### src/rtl/sramlike_axi_bridge.sv
// sramlike_axi_bridge
// Bridges a CPU SRAM-like data port onto a single-beat AXI master. At most one
// transaction is in flight: a request is accepted only while idle, then the AR/R
// or AW+W/B channels are run, and a one-cycle data_ok pulse closes it out.
//
// Ports
//   clk, resetn                     clock, synchronous active-low reset
//   data_req/wr/size/wstrb/addr/wdata  CPU request (accepted via data_addr_ok)
//   data_addr_ok                    combinational accept strobe
//   data_data_ok, data_rdata        registered completion pulse and read data
//   ar*/r*                          AXI read address / read data channels
//   aw*/w*/b*                       AXI write address / write data / response
// IDs, len, burst, lock, cache, prot and wlast are tied off outside this block.
module sramlike_axi_bridge (
  input  logic        clk,
  input  logic        resetn,
  input  logic        data_req,
  input  logic        data_wr,
  input  logic [2:0]  data_size,
  input  logic [3:0]  data_wstrb,
  input  logic [31:0] data_addr,
  input  logic [31:0] data_wdata,
  output logic        data_addr_ok,
  output logic        data_data_ok,
  output logic [31:0] data_rdata,
  output logic [31:0] araddr,
  output logic [2:0]  arsize,
  output logic        arvalid,
  input  logic        arready,
  input  logic [31:0] rdata,
  input  logic        rvalid,
  output logic        rready,
  output logic [31:0] awaddr,
  output logic [2:0]  awsize,
  output logic        awvalid,
  input  logic        awready,
  output logic [31:0] wdata,
  output logic [3:0]  wstrb,
  output logic        wvalid,
  input  logic        wready,
  input  logic        bvalid,
  output logic        bready
);

  localparam logic [2:0] S_IDLE = 3'd0;
  localparam logic [2:0] S_AR   = 3'd1;
  localparam logic [2:0] S_R    = 3'd2;
  localparam logic [2:0] S_AWW  = 3'd3;
  localparam logic [2:0] S_B    = 3'd4;

  logic [2:0]  r_state;
  logic [31:0] r_addr;
  logic [2:0]  r_size;
  logic [3:0]  r_wstrb;
  logic [31:0] r_wdata;
  logic        r_awvalid;
  logic        r_wvalid;
  logic        r_data_ok;
  logic [31:0] r_rdata;

  logic w_accept;
  logic w_aw_done;
  logic w_w_done;

  // Gated by resetn so nothing is accepted while reset is held.
  assign w_accept  = data_req & resetn & (r_state == S_IDLE);
  // A channel counts as done once its valid has dropped or it handshakes now.
  assign w_aw_done = ~r_awvalid | awready;
  assign w_w_done  = ~r_wvalid  | wready;

  always_ff @(posedge clk) begin
    if (!resetn) begin
      r_state   <= S_IDLE;
      r_addr    <= '0;
      r_size    <= '0;
      r_wstrb   <= '0;
      r_wdata   <= '0;
      r_awvalid <= 1'b0;
      r_wvalid  <= 1'b0;
      r_data_ok <= 1'b0;
      r_rdata   <= '0;
    end else begin
      r_data_ok <= 1'b0;
      case (r_state)
        S_IDLE: if (w_accept) begin
          r_addr  <= data_addr;
          r_size  <= data_size;
          r_wstrb <= data_wstrb;
          r_wdata <= data_wdata;
          if (data_wr) begin
            r_state   <= S_AWW;
            r_awvalid <= 1'b1;
            r_wvalid  <= 1'b1;
          end else begin
            r_state <= S_AR;
          end
        end
        S_AR: if (arready) r_state <= S_R;
        S_R: if (rvalid) begin
          r_rdata   <= rdata;
          r_data_ok <= 1'b1;
          r_state   <= S_IDLE;
        end
        S_AWW: begin
          // AW and W retire independently; leave once both have handshaken.
          if (awready) r_awvalid <= 1'b0;
          if (wready)  r_wvalid  <= 1'b0;
          if (w_aw_done && w_w_done) r_state <= S_B;
        end
        S_B: if (bvalid) begin
          r_data_ok <= 1'b1;
          r_state   <= S_IDLE;
        end
        default: r_state <= S_IDLE;
      endcase
    end
  end

  assign data_addr_ok = w_accept;
  assign data_data_ok = r_data_ok;
  assign data_rdata   = r_rdata;

  assign araddr  = r_addr;
  assign arsize  = r_size;
  assign arvalid = (r_state == S_AR);
  assign rready  = (r_state == S_R);

  assign awaddr  = r_addr;
  assign awsize  = r_size;
  assign awvalid = r_awvalid;
  assign wdata   = r_wdata;
  assign wstrb   = r_wstrb;
  assign wvalid  = r_wvalid;
  assign bready  = (r_state == S_B);

endmodule

### config.mk
export PLATFORM = sky130hd
export DESIGN_NAME = sramlike_axi_bridge
export DESIGN_NICKNAME = d
export VERILOG_FILES = /design/src/rtl/sramlike_axi_bridge.sv
export SDC_FILE = /design/constraint.sdc
export NUM_CORES = 1
export LEC_CHECK = 0
export ABC_AREA = 0
export ABC_CLOCK_PERIOD_IN_PS = 1950
export BUFFER_PORTS_ARGS = -buffer_cell sky130_fd_sc_hd__buf_2
export CAP_MARGIN = 25
export CORE_MARGIN = 10
export CORE_UTILIZATION = 25
export CTS_BUF_LIST = sky130_fd_sc_hd__clkbuf_8
export DETAILED_ROUTE_END_ITERATION = 10
export SKIP_LAST_GASP = 1
export SLEW_MARGIN = 5
export SYNTH_ARGS = -nofsm -noshare
export SYNTH_HDL_FRONTEND = slang
export SYNTH_SLANG_ARGS = --single-unit
export TNS_END_PERCENT = 50
### constraint.sdc
create_clock -name clk -period 1.95 [get_ports clk]
set_input_delay 0.39 -clock clk [delete_from_list [all_inputs] [get_ports clk]]
set_output_delay 0.39 -clock clk [all_outputs]
set_load 0.02 [all_outputs]
# ---- After elaboration in Yosys (flattened, before gate mapping)
# Index checks and enable logic that the tools add are counted.
dict set report op_classes {
  eq_ne 12
  muxes 16
  n_bitwise 6
  reduce_logical 8
}
# cell n
set op_table {}
lappend op_table {{$mux W3} 5}
lappend op_table {{$pmux W3 S5} 1}
lappend op_table {{$ne A2 B2 Y1 const B} 7}
lappend op_table {{$reduce_and A4 Y1} 2}
lappend op_table {{$eq A3 B2 Y1 const B} 2}
lappend op_table {{$mux W1} 6}
lappend op_table {{$pmux W1 S2} 3}
lappend op_table {{$reduce_and A5 Y1} 1}
lappend op_table {{$reduce_and A2 Y1} 2}
lappend op_table {{$eq A3 B1 Y1 const B} 1}
lappend op_table {{$eq A3 B3 Y1 const B} 1}
lappend op_table {{$logic_not A3 Y1} 1}
lappend op_table {{$and A1 B1 Y1} 2}
lappend op_table {{$mux W2} 1}
lappend op_table {{$ne A2 B1 Y1 const B} 1}
lappend op_table {{$not A1 Y1} 2}
lappend op_table {{$or A1 B1 Y1} 2}
lappend op_table {{$reduce_bool A2 Y1} 1}
lappend op_table {{$logic_and A1 B1 Y1} 1}
dict set report word_totals {
  register_bits 109
  inputBits 112
  out_inout_bits 145
  wordCells 51
}

# ---- Longest topological paths before layout
# Gate-level depths: netlist of run 1.
dict set report depth {
  depth_word 5
  mapped_depth 8
  mapped_depth_nobuf 5
}

# ---- Worst setup path before layout of run 1
# No wires, ideal clock.
dict set report synth_path {
  path_kind {register -> register}
  startpoint {reg r_state[1]}
  endpoint {reg r_rdata[22] (netlist: data_rdata[22])}
  setup_ns 0.071
  arrival_time_ns 1.392
  t_required_ns 1.879
  setup_slack_ns 0.487
  path_stages_with_launch 8
  n_path_buf 3
  synth_period_minus_slack_ns 1.463
  path_cell_list {dfxtp_1 -> buf_4 -> nor3b_2 -> and2_1 -> buf_6 -> buf_8 -> nand2_1 -> a21oi_2}
}
dict set report synth_via {
  elab_chain_len 2
}
# element line_no
set synth_rtl {}
lappend synth_rtl {{from (decl)} 51} ;# logic [2:0] r_state;
lappend synth_rtl {{from (signal assigned)} 73} ;# r_state <= S_IDLE;
lappend synth_rtl {{from (signal assigned)} 91} ;# r_state <= S_AWW;
lappend synth_rtl {{from (signal assigned)} 95} ;# r_state <= S_AR;
lappend synth_rtl {{$eq A3 B2 Y1} -}
lappend synth_rtl {{via rready} 32} ;# output logic rready,
lappend synth_rtl {{$reduce_and A2 Y1 (no line)} -}
lappend synth_rtl {{to (signal assigned)} 100} ;# r_rdata <= rdata;
lappend synth_rtl {{to (decl)} 59} ;# logic [31:0] r_rdata;
# The timed path passes the listed nets, and every way through them passes these cells.
# A chain may end at the register's enable or synchronous reset.

# ---- Worst setup path after layout of run 1
dict set report layout_path {
  startpoint {reg r_state[1]}
  endpoint {out data_addr_ok}
}
dict set report layout_via {
  elab_chain_len 2
}
# element line_no
set layout_rtl {}
lappend layout_rtl {{$logic_not A3 Y1} 66} ;# assign w_accept = data_req & resetn & (r_state == S_IDLE);
lappend layout_rtl {{$and A1 B1 Y1} 66}
lappend layout_rtl {{to (decl)} 23} ;# output logic data_addr_ok,
# No other way between the ends.

==> results.sh, run 1 <==
export IMPL_grt_pass1_wl_um=20800
export IMPL_internal_power_mw=3.43
export IMPL_ant_nets=0
export IMPL_p_sw_frac=0.331
export IMPL_clockRootBuffer="clkbuf_8"
export IMPL_clk_pin_slew_ns=0.11
export IMPL_drt_iter0_drc=141
export IMPL_fin_crit_ns=1.77
export IMPL_viasPerCell=4.17
export IMPL_cts_setup_buffers=0
export IMPL_synth_mux_area_frac=0.00502
export IMPL_startpoint_type="register"
export IMPL_yosysUniqueCellTypes=30
export IMPL_max_cap_violations=0
export IMPL_grt_max_degree=46
export IMPL_synth_edf_count=0
export IMPL_io_pins=257
export IMPL_synth_xor_area_frac=0
export IMPL_yosysTopAreaCellShare=0.515
export IMPL_setup_viol=0
export IMPL_seq_power_share=0.496
export IMPL_crit_end="data_addr_ok"
export IMPL_cts_tree="yes"
export IMPL_clk_latency_ns=0.37
export IMPL_worst_slew_pin_slew_ns=0.501
export IMPL_globalplace_congestion=0.798
export IMPL_critPathMaxFanout=9
export IMPL_ctsResizeCount=0
export IMPL_fmax_mhz=564
export IMPL_core_area_um2=16600
export IMPL_die_height_um=150
export IMPL_htree_num_levels=3
export IMPL_fin_util=0.341
export IMPL_fin_hold_ws_ns=0.191
export IMPL_final_layout_size_suffix_gt1_frac=0.417
export IMPL_power_switching_mw=1.69
export IMPL_hpwl_um=10700
export IMPL_syn2layout_area_growth_pct=33.3
export IMPL_seq_area_frac_synth=0.515
export IMPL_rsz0062_at_grt="no"
export IMPL_die_width_um=150
export IMPL_synth_ff_type="dfxtp_1"
export IMPL_synth_compound_area_frac=0.0733
export IMPL_wl_per_cell_um=14.5
export IMPL_synth_top_family_by_area="simple AND/OR/NAND/NOR gates"
export IMPL_antenna_found_initial=0
export IMPL_grt_ovfl_total=0
export IMPL_diodes=0
export IMPL_ys_seq_elements=109
export IMPL_slew_viol_final=0
export IMPL_slew_limit_headroom=0.666
export IMPL_numCtsBuffers=9
export IMPL_clkPwrFrac=0.267
export IMPL_critPathArrivalTime_ns=1.38
export IMPL_final_period_utilization=0.909
export IMPL_die_area_um2=22500
export IMPL_status="complete, no violations"
export IMPL_finalInstanceArea_um2=5650
export IMPL_dp_slack_ns=0.405
export IMPL_drc_errors=0
export IMPL_end_kind="primary output"
export IMPL_postLayoutSetupSlackWorst_ns=0.177
export IMPL_clockBufferDepth=2
export IMPL_clock_sinks=109
export IMPL_critPathLaunch="r_state[1]"
export IMPL_dpl_cell_area_um2=5450
export IMPL_drt_pass1_iter_count=4
export IMPL_timing_rr_end="data_rdata[5]"
export IMPL_r2r_slack_ns=0.38
export IMPL_pwr_share_comb=0.237
export IMPL_synthCells=527
export IMPL_synth_top_area_cell="dfxtp_1"
export IMPL_port_buffers=256
export IMPL_max_vdd_ir_drop_mv=0.303
export IMPL_finalWirelength_um=14000
export IMPL_cts_hold_buf=0
export IMPL_tns_ns=0
export IMPL_syn_nets=639
export IMPL_synth_fa_ha_area_frac=0
export IMPL_ys_async_sr_fraction=0
export IMPL_hold_viol=0
export IMPL_fin_worst_skew_ns=0.0128
export IMPL_worstSetupPathType="register to primary output"
export IMPL_rows=47
export IMPL_synth_area_per_cell_um2=8.04
export IMPL_yosys_top_cells_count="nand2_1 (210), dfxtp_1 (109), nand3_1 (72)"
export IMPL_worstReg2RegStart="r_state[1]"
export IMPL_nNetsFinal=851
export IMPL_syn_area_um2=4240
export IMPL_synthSimpleGateAreaFrac=0.290
export IMPL_powerDensity_nw_per_um2=907
export IMPL_grt_pass1_vias=3798
export IMPL_vias=4023
export IMPL_grt_total_usage=0.116
export IMPL_ys_warn_count=0
export IMPL_worstHoldPathType="input pin to register"
export IMPL_initial_core_util=0.255
export IMPL_reg2reg_depth=5
export IMPL_synthTopCellsByArea="dfxtp_1 (52%), nand2_1 (19%), nand3_1 (8.5%), buf_4 (6.4%), a21oi_2 (3.5%)"
export IMPL_p_leak_nw=3.02
export IMPL_worst_endpoint_required_ns=1.56
export IMPL_yosysMostFrequentCell="nand2_1"
-- area by class of cell --
| cell class | instances | area (um2) |
|---|---|---|
| clock buffer | 9 | 124 |
| timing repair buffer | 271 | 1410 |
| multi-input combinational | 341 | 1570 |
| sequential | 109 | 2180 |
| inverter | 7 | 26.3 |
| fill | 1840 | 10900 |
| tap | 220 | 275 |
| clock inverter | 7 | 66.3 |
-- how the worst min path moves through the flow --
stage	start	end	slack [ns]	depth (start not counted)
3_5_place_dp	wstrb[0]	wstrb[0]	0.44	2
5_1_grt	data_wdata[2]	wdata[2]	0.16	3
4_1_cts	data_wdata[9]	wdata[9]	0.16	3
2_1_floorplan	awready	awvalid	0.49	1
6_report	data_wstrb[0]	wstrb[0]	0.19	3
3_3_place_gp	wdata[8]	wdata[8]	0.44	2
-- metrics by stage --
stage / instances / total power [mW]
2_1_floorplan: 527 / 3.43
3_3_place_gp: 948 / 3.82
3_5_place_dp: 948 / 3.83
4_1_cts: 964 / 5.22
5_1_grt: 964 / 5.45
6_report: 964 / 5.12
-- layout by cell type, fill, tap and decap left out, types with 2 or more instances in the layout --
master	netlist	layout
buf_2	10	256
nand2_1	210	210
dfxtp_1	109	108
nand3_1	72	72
a21oi_1	19	19
a21oi_2	17	17
buf_4	36	14
clkbuf_8	0	9
inv_1	5	7
a211oi_1	3	3
nor2_1	3	3
inv_2	2	2
and2_1	2	2
a22oi_1	2	2
clkinvlp_4	0	2
-- routing by layer --
layer	GRT usage	routed length [um]
met5	0	0
met2	0.200	6930
met4	0.0437	180
met3	0.0459	1520
met1	0.125	5390
-- logic make-up after synthesis --
logic type | Yosys count
buffers and inverters | 77
DFF | 109
muxes | 2
and+or+nand+nor | 294
AOI/OAI and AO/OA | 45
-- power groups by stage --
| stage | logic, mW | clock network [mW] | registers, mW |
|---|---|---|---|
| floorplan | 0.608 | 0 | 2.82 |
| global placement | 1.23 | 0 | 2.59 |
| detailed placement | 1.24 | 0 | 2.59 |
| CTS | 1.24 | 1.44 | 2.54 |
| global route | 1.33 | 1.54 | 2.57 |
| finish | 1.21 | 1.37 | 2.54 |
-- state kept, by name, summed over array words and instances, names as in the netlist --
name          flops
araddr           32
data_data_ok      1
arsize            3
r_state           3
wvalid            1
wdata            32
awvalid           1
wstrb             4
data_rdata       32
-- critical path, cell delays in order, from the launching register on --
cell and delay (ns):
dfxtp_1 0.41, nor2_4 0.16, nand3_2 0.12, inv_2 0.14, buf_2 0.19
Note: power is estimated with default switching activity, not from simulation.
==> run 2: changes to the inputs <==
Settings changed: PLACE_DENSITY set to 0.5.
==> results.sh, run 2 (synthesized netlist as in run 1, its figures left out) <==
export IMPL_finalInstanceArea_um2=5640
export IMPL_slew_limit_headroom=0.713
export IMPL_critPathArrivalTime_ns=1.44
export IMPL_clk_pin_slew_ns=0.11
export IMPL_num_fill_cells=1852
export IMPL_end_kind="primary output"
export IMPL_fin_crit_ns=1.83
export IMPL_final_period_utilization=0.938
export IMPL_antenna_found_initial=1
export IMPL_drt_iter0_drc=125
export IMPL_wl_per_cell_um=14.8
export IMPL_clockRootBuffer="clkbuf_8"
export IMPL_syn2layout_area_growth_pct=33.1
export IMPL_worst_slew_pin_slew_ns=0.430
export IMPL_max_vdd_ir_drop_mv=0.297
export IMPL_dp_slack_ns=0.359
export IMPL_io_pins=257
export IMPL_status="complete, no violations"
export IMPL_drc_errors=0
export IMPL_die_area_um2=22500
export IMPL_ctsResizeCount=0
export IMPL_fmax_mhz=547
export IMPL_die_height_um=150
export IMPL_clockBufferDepth=2
export IMPL_p_sw_frac=0.335
export IMPL_grt_pass1_wl_um=21200
export IMPL_grt_pass1_vias=3765
export IMPL_worst_endpoint_required_ns=1.56
export IMPL_grt_max_degree=72
export IMPL_layout_cells_most_common="buf_2"
export IMPL_port_buffers=256
export IMPL_initial_core_util=0.255
export IMPL_nNetsFinal=846
export IMPL_viasPerCell=4.17
export IMPL_rsz0062_at_grt="no"
export IMPL_grt_ovfl_total=0
export IMPL_grt_total_usage=0.118
export IMPL_hold_viol=0
export IMPL_critPathMaxFanout=8
export IMPL_p_leak_nw=3.01
export IMPL_hpwl_um=10700
export IMPL_slew_viol_final=0
export IMPL_startpoint_type="register"
export IMPL_tns_ns=0
export IMPL_seq_power_share=0.502
export IMPL_setup_viol=0
export IMPL_htree_num_levels=3
export IMPL_finalWirelength_um=14200
export IMPL_final_layout_size_suffix_gt1_frac=0.413
export IMPL_cts_hold_buf=0
export IMPL_core_area_um2=16600
export IMPL_postLayoutSetupSlackWorst_ns=0.120
export IMPL_layout_common_cells="buf_2 (256), nand2_1 (210), dfxtp_1 (109), nand3_1 (72), a21oi_1 (19)"
export IMPL_cts_setup_buffers=0
export IMPL_drt_pass1_iter_count=4
export IMPL_pwr_share_comb=0.238
export IMPL_clk_latency_ns=0.37
export IMPL_finalPower_mw=5.08
export IMPL_die_width_um=150
export IMPL_cts_tree="yes"
export IMPL_fin_worst_skew_ns=0.0108
export IMPL_rows=47
export IMPL_ant_nets=0
export IMPL_powerDensity_nw_per_um2=901
export IMPL_numCtsBuffers=9
export IMPL_internal_power_mw=3.38
export IMPL_vias=4001
export IMPL_clkPwrFrac=0.260
export IMPL_power_switching_mw=1.70
export IMPL_max_cap_violations=0
export IMPL_clock_sinks=109
export IMPL_worstSetupPathType="register to primary output"
export IMPL_dpl_cell_area_um2=5450
export IMPL_globalplace_congestion=0.749
export IMPL_worstHoldPathType="input pin to register"
-- run 2: cell count changes in the layout (fill, tap and decap cells not counted) --
cell	before	now
buf_12	1	4
buf_4	14	6
bufinv_16	1	0
clkbuf_8	9	11
clkinv_4	0	2
clkinvlp_4	2	0
dfxtp_1	108	109
dfxtp_2	1	0
diode_2	0	1
inv_1	7	6
nor2_2	0	1
nor2_4	1	0
-- run 2: area by class of cell --
class                   count  area [um2]  share of cell area
clock buffers              11         151              0.0268
repair buffers            266        1410               0.249
inverters                   7        26.3             0.00466
diodes                      1        2.50            0.000444
well taps                 220         275              0.0488
clock inverters             5        35.0             0.00621
multi-input cells         341        1560               0.277
flip-flops and latches    109        2180               0.387
-- run 2: routing by layer --
metal  vias to the layer above  wire length, um  global-route usage
li1                       2058                -                   -
met1                      1783             6080               0.142
met2                       151             6600               0.188
met3                         9             1390              0.0465
met4                         0              183              0.0389
met5                         -                0                   0
-- run 2: critical path, cell delays in order (launching register included) --
cell and delay, ns:
dfxtp_1 0.40, nor2_2 0.22, nand3_2 0.14, inv_2 0.12
buf_2 0.20
-- run 2: worst paths after layout --
kind,endpoint,startpoint,slack (ns),depth (start not counted)
hold / removal,araddr[13],data_addr[13],0.19,3
hold reg to reg,data_rdata[9],data_rdata[9],0.46,2
setup / recovery,data_addr_ok,r_state[2],0.12,4
setup reg to reg,awvalid,r_state[2],0.47,6
-- run 2: power groups by stage --
stage | Sequential [mW] | Combinational (mW) | Clock [mW]
5_1_grt | 2.58 | 1.32 | 1.50
6_report | 2.55 | 1.21 | 1.32
4_1_cts | 2.55 | 1.24 | 1.41
2_1_floorplan | 2.82 | 0.608 | 0
3_3_place_gp | 2.60 | 1.24 | 0
3_5_place_dp | 2.60 | 1.24 | 0
-- run 2: per-stage QoR --
stage	std cells	utilization	hold slack [ns]
finish	960	0.340	0.192
global route	960	0.340	0.157
CTS	959	0.340	0.158
detailed placement	943	0.329	0.442
global placement	943	0.329	0.440
floorplan	527	-	0.487
